==> config.mk <==
export PLATFORM = sky130hd
export DESIGN_NAME = rf_dump_reader
export DESIGN_NICKNAME = d
export VERILOG_FILES = /design/src/rtl/rf_dump_pkg.sv /design/src/rtl/rf_dump_reader.sv
export SDC_FILE = /design/constraint.sdc
export NUM_CORES = 1
export LEC_CHECK = 0
export ABC_AREA = 1
export CORE_MARGIN = 5
export CORE_UTILIZATION = 40
export DETAILED_ROUTE_END_ITERATION = 8
export PLACE_DENSITY = 0.75
export SETUP_SLACK_MARGIN = 0.15
export SLEW_MARGIN = 10
export SYNTH_ARGS = -nofsm -noshare
export SYNTH_HDL_FRONTEND = slang
export SYNTH_SLANG_ARGS = --single-unit
==> constraint.sdc <==
create_clock -name clk -period 2 [get_ports clk]
set_clock_uncertainty 0.15 [all_clocks]
set_input_delay 0.6 -clock clk [delete_from_list [all_inputs] [get_ports clk]]
set_output_delay 0.6 -clock clk [all_outputs]
set_load 0.02 [all_outputs]
==> src/rtl/rf_dump_pkg.sv <==
// Shared types and widths for the register-file dump reader.
// Holds the FSM state encoding and address/data widths.
package rf_dump_pkg;

  localparam int REG_ADDR_W = 5;
  localparam int XLEN       = 32;

  typedef enum logic [1:0] {
    ST_IDLE,
    ST_READ,
    ST_PRESENT,
    ST_DONE
  } state_e;

endpackage

==> src/rtl/rf_dump_reader.sv <==
// Walks register indices FIRST_IDX..LAST_IDX and presents each value on a
// valid/ready stream.
// Ports: clk, rst_n (async, active low); start, abort (control);
// rf_raddr/rf_rdata (register-file read port);
// out_valid/out_ready/out_data/out_idx (output stream); busy, done (status).
module rf_dump_reader
  import rf_dump_pkg::*;
#(
  parameter int FIRST_IDX = 0,
  parameter int LAST_IDX  = 31
) (
  input  logic                  clk,
  input  logic                  rst_n,
  input  logic                  start,
  input  logic                  abort,
  output logic [REG_ADDR_W-1:0] rf_raddr,
  input  logic [XLEN-1:0]       rf_rdata,
  output logic                  out_valid,
  input  logic                  out_ready,
  output logic [XLEN-1:0]       out_data,
  output logic [REG_ADDR_W-1:0] out_idx,
  output logic                  busy,
  output logic                  done
);

  localparam logic [REG_ADDR_W-1:0] FIRST = REG_ADDR_W'(FIRST_IDX);
  localparam logic [REG_ADDR_W-1:0] LAST  = REG_ADDR_W'(LAST_IDX);

  state_e                  state;
  state_e                  state_nxt;
  logic [REG_ADDR_W-1:0]   idx;
  logic [REG_ADDR_W-1:0]   idx_nxt;
  logic                    cap;

  always_comb begin
    state_nxt = state;
    idx_nxt   = idx;
    cap       = 1'b0;
    unique case (state)
      ST_IDLE: begin
        if (start && !abort) begin
          state_nxt = ST_READ;
          idx_nxt   = FIRST;
        end
      end
      ST_READ: begin
        if (abort) begin
          state_nxt = ST_IDLE;
          idx_nxt   = FIRST;
        end else begin
          cap       = 1'b1;
          state_nxt = ST_PRESENT;
        end
      end
      ST_PRESENT: begin
        // abort beats a same-cycle handshake
        if (abort) begin
          state_nxt = ST_IDLE;
          idx_nxt   = FIRST;
        end else if (out_ready) begin
          if (idx == LAST) begin
            state_nxt = ST_DONE;
            idx_nxt   = FIRST;
          end else begin
            state_nxt = ST_READ;
            idx_nxt   = idx + 1'b1;
          end
        end
      end
      ST_DONE: begin
        state_nxt = ST_IDLE;
      end
      default: begin
        state_nxt = ST_IDLE;
        idx_nxt   = FIRST;
      end
    endcase
  end

  always_ff @(posedge clk or negedge rst_n) begin
    if (!rst_n) begin
      state    <= ST_IDLE;
      idx      <= FIRST;
      out_data <= '0;
      out_idx  <= '0;
    end else begin
      state <= state_nxt;
      idx   <= idx_nxt;
      if (cap) begin
        out_data <= rf_rdata;
        out_idx  <= idx;
      end
    end
  end

  assign rf_raddr  = idx;
  assign out_valid = (state == ST_PRESENT);
  assign busy      = (state == ST_READ) || (state == ST_PRESENT);
  assign done      = (state == ST_DONE);

endmodule

==> flow_summary.ini <==
[power_and_ir_drop]
p_switching_w = 0.00159
power.share.sequential_pct = 32.4
power_per_cell_area_nw_per_um2 = 1410
p_int_w = 0.00281
p_clk_share_pct = 15.8
irDropWorstVdd_uv = 584
p_sw_share_pct = 36.1
power_leakage_nw = 1.55
comb_power_share_pct = 51.7

[synth]
synth-seq-cells = 44
ys_warn_count = 0
ys_seq_area_share_pct = 55.4
synthDistinctLibCells = 21
synth_area_per_cell_um2 = 13.6
synthCells = 146
netlist_area_um2 = 1990
syn_nets = 190

[cells_and_area]
final_util_pct = 65.2
nNetsFinal = 290
regArea_um2 = 1100
area_growth_pct = 56.9
antenna-diode-count = 0
multiInputGateArea_um2 = 836
layout-drive-gt1-share_pct = 29.1
fillCellCount = 405

[timing]
setup_viol = 0
timing.fmax_mhz = 523
maxSlewHeadroom_pct = 68.8
finalCritPeriodShare_pct = 95.6
rsz0062_at_grt = true
fin_crit_ns = 1.91
worstMarginPinSlew_ns = 0.468
hold_violations = 0
holdWs_ns = 0.0959
slew_violations = 0

[grt]
grt_max_degree = 27
globalRoute.totalOverflow = 0
grt_pass1_wl_um = 7250
grt_use_total_pct = 14.8
grt_pass1_vias = 1459
grt_antenna_before_repair = 0

[setup_path]
critPathRequiredTime_ns = 1.25
crit_slowest_cell = dfrtp_1
crit_path_end_kind = primary output
timing.rr.start = state[0]
reg2reg_depth = 11
r2r_end = rf_raddr[2]
worstPathBufferInverterCount = 3
cp-startpoint = state[0]
cp_top_family = flip-flops
crit_path_start_kind = register
critical_path_class = register to primary output
critPathMaxFanout = 4
arrival_ns = 1.16
cpMostUsedCell = buf_6
max_stage_delay_ns = 0.40
rrSetupSlack_ns = 0.29
worstPathCellList = inv_2 -> buf_6 -> ha_4 -> buf_6

[clocking]
clk_pin_slew_worst_paths_ns = 0.09
htreeDepth = 2
clock_path_buffers = 2
cts_tree = yes
cts_sinks = 44
insertion_delay_ns = 0.30
cts_buffers = 5
cts.root.buffer_cell = clkbuf_8

[floorplanning]
core_um2 = 4790
row_count = 25
io_pins = 82
die_w_um = 80.5
die_y_um = 80.5
dieArea_um2 = 6480
start_util_pct = 41.5

[drt]
routed_via_density = 4.42
drc = 0
detail-route-antenna-nets = 0
first_pass_iters = 4
dr.first_iter.drc_count = 22
wl_per_cell_um = 14.4
wirelength_um = 4510
vias = 1388

[placement]
io_buffers = 81
dp_hpwl_um = 3420
gp_congestion = 0.736

[outcome]
status = finished clean

[min_path]
hp-class = input pin to async pin

[run]
cap_violations = 0
through the flow:
stage | instances | instance area (µm²) | setup TNS (ns) | total power, W | worst slack [ns]
6_report | 314 | 3120 | 0 | 0.00440 | 0.0876
2_1_floorplan | 146 | 1990 | 0 | 0.00282 | 0.325
4_1_cts | 312 | 3080 | 0 | 0.00437 | 0.0352
3_3_place_gp | 304 | 2990 | -0.809 | 0.00385 | -0.0524
5_1_grt | 314 | 3120 | 0 | 0.00466 | 0.0186
3_5_place_dp | 304 | 2990 | -1.11 | 0.00390 | -0.0631
synthesized netlist by cell type:
master	instances	area share [%]
o21ai_1	5	1.3
or2_2	1	0.32
ha_1	7	4.4
nand2_4	2	1.1
nor2_1	4	0.76
buf_2	1	0.25
nor3_1	1	0.25
inv_1	12	2.3
nor2_2	1	0.32
nor2_8	1	1.0
nand2_2	1	0.32
nand2_1	15	2.8
mux2_4	29	22
dfrtp_1	44	55
nand4_1	1	0.32
o21ai_0	6	1.5
inv_2	1	0.19
nand3_1	7	1.8
mux2_2	3	1.7
a22oi_1	1	0.38
buf_6	3	1.7
routing by layer:
| layer | part of all wire, % | track usage [%] | vias to the layer above | routed length (µm) |
|---|---|---|---|---|
| met4 | 1.3 | 4.56 | 0 | 60 |
| met2 | 48 | 23.9 | 45 | 2150 |
| met5 | 0 | 0 | - | 0 |
| met1 | 45 | 19.1 | 648 | 2020 |
| met3 | 6.2 | 4.15 | 7 | 279 |
| li1 | - | - | 688 | - |
cell families after synthesis:
family	synth area share [%]
AOI/OAI and AO/OA	3.15
adders and majority gates	4.41
buffers and inverters	4.41
DFF	55.4
muxes	23.6
and+or+nand+nor	9.00
power groups by stage:
stage	combinational, W	sequential (W)	clock (W)
after global routing	0.00242	0.00148	0.000769
after CTS	0.00222	0.00143	0.000718
final	0.00228	0.00143	0.000696
after global placement	0.00240	0.00145	0
after floorplan	0.000935	0.00188	0
after detailed placement	0.00244	0.00146	0
placed cells by master (no fill, tap or decap), types with 6 or more instances in the layout:
cell type,n
clkdlybuf4s50_1,35
nand3_1,7
nand2_1,15
buf_4,10
dlygate4sd2_1,39
mux2_4,29
inv_1,11
o21ai_0,6
dfrtp_1,44
flip-flops by register name, indices dropped and copies added, names as in the netlist:
signal / count
out_data: 32
out_idx: 5
rf_raddr: 5
state: 2
final cells by class:
cell class | count | share of cell area [%]
Clock buffer | 5 | 2.21
Clock inverter | 3 | 1.48
Inverter | 13 | 1.57
Multi-Input combinational cell | 85 | 26.8
Sequential cell | 44 | 35.3
Tap cell | 67 | 2.69
Timing Repair Buffer | 97 | 29.9
worst max path at each step:
stage	end	slack (ns)	cells past startpoint
2_1_floorplan	rf_raddr[2]	0.32	9
3_5_place_dp	out_data[30]	-0.06	5
3_3_place_gp	out_data[30]	-0.05	5
4_1_cts	busy	0.04	3
6_report	out_valid	0.09	4
5_1_grt	out_valid	0.02	4
what timing repair did:
| action | 4_1_cts | 5_1_grt |
|---|---|---|
| setup buffers | 0 | 2 |
| gates cloned | 0 | 0 |
| pin swaps | 0 | 1 |
| hold buffers | 0 | 0 |
| endpoints found under the setup margin | 45 | 6 |
| resized for setup | 65 | 7 |
Power figures use the tool's default switching activity.
